## config.mk

```make
export PLATFORM = sky130hd
export DESIGN_NAME = nmx1_wb_master
export DESIGN_NICKNAME = d
export VERILOG_FILES = /design/src/rtl/nmx1_wbm_pkg.sv /design/src/rtl/nmx1_wbm_fifo.sv /design/src/rtl/nmx1_wb_master.sv
export SDC_FILE = /design/constraint.sdc
export NUM_CORES = 1
export LEC_CHECK = 0
export ABC_AREA = 0
export CORE_MARGIN = 10
export CORE_UTILIZATION = 54
export DETAILED_ROUTE_END_ITERATION = 7
export PLACE_DENSITY = 0.79
export SETUP_SLACK_MARGIN = 0.5
export SYNTH_ARGS = -nofsm -noshare
export SYNTH_HDL_FRONTEND = slang
export SYNTH_SLANG_ARGS = --single-unit
```

## constraint.sdc

```tcl
create_clock -name wb_clk_i -period 4.71 [get_ports wb_clk_i]
set_input_delay 0.942 -clock wb_clk_i [delete_from_list [all_inputs] [get_ports wb_clk_i]]
set_output_delay 0.942 -clock wb_clk_i [all_outputs]
set_load 0.01 [all_outputs]
```

## src/rtl/nmx1_wbm_pkg.sv

```systemverilog
// nmx1_wbm_pkg: shared types and constants for the Neuromorphic X1 Wishbone master
package nmx1_wbm_pkg;

    typedef enum logic [1:0] {IDLE, REQ, RESP} state_t;

    localparam logic [31:0] TMO_DAT = 32'hDEAD_0000;

    typedef struct packed {
        logic        we;
        logic [31:0] adr;
        logic [31:0] dat;
        logic [3:0]  sel;
    } cmd_t;

endpackage

```

## src/rtl/nmx1_wbm_fifo.sv

```systemverilog
// nmx1_wbm_fifo: show-ahead synchronous command FIFO with full/empty and simultaneous push/pop
module nmx1_wbm_fifo
    import nmx1_wbm_pkg::*;
#(
    parameter int DEPTH = 4
) (
    input  logic i_clk,
    input  logic i_rst,
    input  logic i_push,
    input  logic i_pop,
    input  cmd_t i_wdata,
    output cmd_t o_rdata,
    output logic o_full,
    output logic o_empty
);

    localparam int AW = $clog2(DEPTH);

    cmd_t          r_mem [DEPTH];
    logic [AW-1:0] r_wptr;
    logic [AW-1:0] r_rptr;
    logic [AW:0]   r_cnt;
    logic          w_push;
    logic          w_pop;

    // A pop frees the head in the same cycle, so a push into a full FIFO is allowed alongside it
    assign w_pop   = i_pop && !o_empty;
    assign w_push  = i_push && (!o_full || w_pop);
    assign o_full  = r_cnt == (AW+1)'(DEPTH);
    assign o_empty = r_cnt == '0;
    assign o_rdata = r_mem[r_rptr];

    // Storage has no reset; validity is tracked by the pointers and count
    always_ff @(posedge i_clk) begin
        if (w_push) r_mem[r_wptr] <= i_wdata;
    end

    // Pointers wrap naturally because DEPTH is a power of two
    always_ff @(posedge i_clk or posedge i_rst) begin
        if (i_rst) begin
            r_wptr <= '0;
            r_rptr <= '0;
            r_cnt  <= '0;
        end else begin
            if (w_push) r_wptr <= r_wptr + 1'b1;
            if (w_pop) r_rptr <= r_rptr + 1'b1;
            r_cnt <= r_cnt + (AW+1)'(w_push) - (AW+1)'(w_pop);
        end
    end

endmodule

```

## src/rtl/nmx1_wb_master.sv

```systemverilog
// nmx1_wb_master: buffered Wishbone B4 classic initiator; optional ack timeout via NMX1_WBM_TIMEOUT_EN
module nmx1_wb_master
    import nmx1_wbm_pkg::*;
#(
    parameter int FIFO_DEPTH     = 4,
    parameter int TIMEOUT_CYCLES = 1023
) (
    input  logic        wb_clk_i,
    input  logic        wb_rst_i,
    input  logic        cmd_valid,
    output logic        cmd_ready,
    input  logic        cmd_we,
    input  logic [31:0] cmd_adr,
    input  logic [31:0] cmd_dat,
    input  logic [3:0]  cmd_sel,
    output logic        rsp_valid,
    input  logic        rsp_ready,
    output logic [31:0] rsp_dat,
    output logic        rsp_we,
    output logic        rsp_err,
    output logic        wbm_cyc_o,
    output logic        wbm_stb_o,
    output logic        wbm_we_o,
    output logic [3:0]  wbm_sel_o,
    output logic [31:0] wbm_adr_o,
    output logic [31:0] wbm_dat_o,
    input  logic [31:0] wbm_dat_i,
    input  logic        wbm_ack_i
);

    state_t      r_state;
    state_t      w_next;
    cmd_t        w_head;
    logic        w_full;
    logic        w_empty;
    logic        w_push;
    logic        w_pop;
    logic        w_tmo;
    logic        w_done;
    logic        r_we;
    logic [31:0] r_adr;
    logic [31:0] r_dat;
    logic [3:0]  r_sel;
    logic [31:0] r_rsp_dat;
    logic        r_rsp_we;

    assign cmd_ready = !w_full && !wb_rst_i;
    assign w_push    = cmd_valid && cmd_ready;
    assign w_done    = (r_state == REQ) && (wbm_ack_i || w_tmo);

    nmx1_wbm_fifo #(.DEPTH(FIFO_DEPTH)) u_fifo (
        .i_clk   (wb_clk_i),
        .i_rst   (wb_rst_i),
        .i_push  (w_push),
        .i_pop   (w_pop),
        .i_wdata ('{we: cmd_we, adr: cmd_adr, dat: cmd_dat, sel: cmd_sel}),
        .o_rdata (w_head),
        .o_full  (w_full),
        .o_empty (w_empty)
    );

    // cyc/stb decode straight from the state so an async reset drops them at once
    assign wbm_cyc_o = r_state == REQ;
    assign wbm_stb_o = r_state == REQ;
    assign wbm_we_o  = r_we;
    assign wbm_sel_o = r_sel;
    assign wbm_adr_o = r_adr;
    assign wbm_dat_o = r_dat;
    assign rsp_valid = r_state == RESP;
    assign rsp_dat   = r_rsp_dat;
    assign rsp_we    = r_rsp_we;

    // State register
    always_ff @(posedge wb_clk_i or posedge wb_rst_i) begin
        if (wb_rst_i) r_state <= IDLE;
        else r_state <= w_next;
    end

    // Next state and FIFO pop; ack is only looked at while in REQ
    always_comb begin
        w_next = r_state;
        w_pop  = (r_state == IDLE) && !w_empty;
        case (r_state)
            IDLE:    w_next = w_empty ? IDLE : REQ;
            REQ:     w_next = (wbm_ack_i || w_tmo) ? RESP : REQ;
            RESP:    w_next = rsp_ready ? IDLE : RESP;
            default: w_next = IDLE;
        endcase
    end

    // Bus request registers load on pop; response registers load when the bus cycle ends
    always_ff @(posedge wb_clk_i or posedge wb_rst_i) begin
        if (wb_rst_i) begin
            r_we      <= 1'b0;
            r_adr     <= '0;
            r_dat     <= '0;
            r_sel     <= '0;
            r_rsp_dat <= '0;
            r_rsp_we  <= 1'b0;
        end else begin
            if (w_pop) begin
                r_we  <= w_head.we;
                r_adr <= w_head.adr;
                r_dat <= w_head.dat;
                r_sel <= w_head.sel;
            end
            if (w_done) begin
                r_rsp_we  <= r_we;
                r_rsp_dat <= !wbm_ack_i ? TMO_DAT : (r_we ? 32'h0 : wbm_dat_i);
            end
        end
    end

`ifdef NMX1_WBM_TIMEOUT_EN
    logic [31:0] r_tmo;
    logic        r_rsp_err;

    assign w_tmo   = (r_state == REQ) && !wbm_ack_i && (r_tmo == 32'(TIMEOUT_CYCLES - 1));
    assign rsp_err = r_rsp_err;

    // Count REQ cycles since the pop; the final REQ cycle without ack ends the bus cycle as an error
    always_ff @(posedge wb_clk_i or posedge wb_rst_i) begin
        if (wb_rst_i) begin
            r_tmo     <= '0;
            r_rsp_err <= 1'b0;
        end else begin
            if (w_pop) r_tmo <= '0;
            else if (r_state == REQ) r_tmo <= r_tmo + 1'b1;
            if (w_done) r_rsp_err <= w_tmo;
        end
    end
`else
    assign w_tmo   = 1'b0;
    assign rsp_err = 1'b0;
`endif

endmodule
```

==> metrics.txt <==
status=finished, final reports clean; vias in the first global route=7,699; crit start category=input pin; hold worst-path end=rsp_dat[12]$_DFFE_PP0P_; cts bufs inserted=38; Die H=185 um; share of cells above drive strength 1=22.8%; crit path DAT=2.15 ns; Synth Area in Compound Gates=1.27%; CTS resizes=0; max incr delay on CP=0.55 ns; largest family of logic cells by synthesized area=multiplexers; Hold Crit Class=flip-flop to flip-flop; syn_nets=811; cells along the critical path=clkdlybuf4s50_1 -> a21oi_1 -> clkdlybuf4s50_1; largest net degree at the start of global routing=71; Slew headroom=28.0%; period utilization=65.7%; DRC=0; Synth Area in Adders=0.645%; sequential area share after synthesis=75.1%; root buffer cell=clkbuf_16; Detailed Route WL=29,800 um; Post-DRT Antenna Nets=0; setup_tns=0 ns; critical path data required time=3.77 ns; Max Buffers Root-to-Sink=3; area share of xor/xnor cells in the synthesized design=0.297%; Achievable Freq=323 MHz; total power=12.1 mW; RSZ-0062 raised after global routing=false; Clk pwr share=25.5%; TritonRoute pass-1 iters=5; GRT Total Usage=17.4%; FP Rows=60; Port Buffers=211; area grow syn2layout=24.8%; total grt overflow=0; static leakage power=6.71 nW; # IOs=213; logic gate share of total power=32.4%; nets@finish=1,036; CP dominant cell by count=clkdlybuf4s50_1; # hold bufs at CTS=0; clock-pin transition on the worst setup and hold timing paths=0.06 ns; crit path buf inv count=2; Final Hold Viols=0; Reg2Reg Depth=9; Synth Register Bits=387; Core ar.=26,900 um^2; PwrDens=657 nW/um^2; CP delay by family, top=buffers and inverters; CP Max Fanout=3; worst hold stages=2; reg2reg end=u_fifo.r_cnt[2]$_DFF_PP0_; routed len/inst=23.0 um; Syn Std Cell Area=14,700 um^2; Final setup viols=0; Detail Placement HPWL=18,500 um; sequential power share=42.1%; DR vias=7,058; Pint=8.76 mW; Via density=5.45; initial antenna violation count=1; reg2reg start=u_fifo.r_cnt[2]$_DFF_PP0_; commonest non-fill, non-tap cell in the layout=edfxtp_1; Top FF cell, synth=edfxtp_1; Net Switching=3.33 mW; fin. max-slew vios=0; synthesized instance count=698; Hold Crit Start=rsp_dat[12]$_DFFE_PP0P_; synthesized area per cell=21.1 um^2; Max Cap Violations=0; clock insertion delay at the later pin of the skew report=0.52 ns; Routability Congestion=0.780; Setup CP Type=input pin to primary output; Switching Share=27.6%; Setup Buffers After CTS=0; CTS tree=done; Die Wd=185 um; area of the die=34,300 um^2; Async S/R FF share, synth=28.7%; Peak VDD IR=0.470 mV; Layout Skew=0.0177 ns; Iteration-0 DRC Markers=484; Critical Path Sink Type=primary output; Reg2Reg Setup Slack=2.01 ns; yosys warns=0; worst slew pin tran=1.08 ns; Final Critical Period=3.09 ns; first-pass GRT wire length=45,700 um; Initial Util=54.8%; synth unique cells=28; Clock Sinks=387; Post-synth EDFFs=276; Synth Area in Simple Gates=2.65%; Max stage delay cell, worst path=clkdlybuf4s50_1; # H-tree levels=2; mux cell area share after synthesis=17.7%; most frequent cells in the layout=edfxtp_1 (276), clkdlybuf4s50_1 (211), dfrtp_1 (109)
==> registers in the layout, summed over array words and instances (netlist names), 2 cells and up <==
name	flops
u_fifo.r_wptr	2
u_fifo.r_cnt	3
r_state	2
u_fifo.r_mem	276
wbm_adr_o	32
rsp_dat	32
wbm_dat_o	32
u_fifo.r_rptr	2
wbm_sel_o	4
==> metrics by stage <==
stage	setup WS [ns]	area [um^2]	hold WS, ns	util (%)	instances
3_5_place_dp	1.27	17100	0.470	63.6	1224
2_1_floorplan	0.837	14700	0.516	-	698
5_1_grt	1.54	18400	0.506	68.4	1293
3_3_place_gp	1.29	17100	0.462	63.6	1224
6_report	1.62	18400	0.481	68.4	1294
4_1_cts	1.60	18400	0.484	68.4	1293
==> tightest hold or removal path, stage by stage, from the launching register on <==
cell	delay, ns
dfrtp_1	0.34
nand2_1	0.04
o21ai_0	0.06
==> area by class of cell <==
type | count | area (um^2)
Inverter | 11 | 43.8
Timing Repair Buffer | 221 | 2210
Tap cell | 341 | 427
Multi-Input combinational cell | 264 | 3340
Fill cell | 1741 | 8490
Antenna cell | 1 | 2.50
Clock inverter | 15 | 218
Sequential cell | 387 | 11100
Clock buffer | 54 | 1070
==> logic make-up after synthesis <==
group                    Yosys count
flip-flops                       387
multiplexers                     140
AND/OR/NAND/NOR                   75
buffers and inverters             47
AO/OA/AOI/OAI                     36
adder cells (fa/ha/maj)            7
XOR/XNOR                           5
other                              1
==> cells in the mapped netlist (4+ instances only) <==
cell,instances,area [um^2]
xnor2_1,5,43.8
dfrtp_1,111,2780
clkbuf_1,16,60.1
nand2b_1,34,213
mux2_4,67,1010
nand2_1,32,120
buf_12,6,120
and2_1,4,25.0
buf_6,4,45.0
edfxtp_1,276,8290
buf_4,7,52.6
inv_1,11,41.3
ha_1,6,75.1
mux2_2,4,45.0
o21ai_0,34,170
mux4_2,69,1550
==> power groups by stage <==
stage          Clock (mW)  Sequential [mW]  Combinational, mW
4_1_cts              3.15             5.12               3.99
3_3_place_gp            0             5.14               3.88
3_5_place_dp            0             5.17               3.95
5_1_grt              3.29             5.20               4.18
6_report             3.08             5.09               3.91
2_1_floorplan           0             5.00               2.65
==> routing by layer <==
layer,vias to the layer above,GRT usage [%],share of wire (%)
li1,3148,-,-
met1,3613,23.5,43
met2,261,28.1,48
met3,36,4.17,7.5
met4,0,4.45,1.7
met5,-,0,0
==> worst max-delay path by stage <==
stage / from / end / slack [ns] / depth (start not counted)
3_5_place_dp: cmd_valid / u_fifo.r_mem[2][25]$_DFFE_PP_ / 1.27 / 5
5_1_grt: wbm_we_o$_DFFE_PP0N_ / wbm_we_o / 1.54 / 1
6_report: wb_rst_i / cmd_ready / 1.62 / 3
4_1_cts: wbm_we_o$_DFFE_PP0N_ / wbm_we_o / 1.60 / 1
3_3_place_gp: cmd_valid / u_fifo.r_mem[3][40]$_DFFE_PP_ / 1.29 / 4
2_1_floorplan: wb_rst_i / r_state[0]$_DFF_PP0_ / 0.84 / 1
No activity file was read; power rests on OpenSTA's default activity.
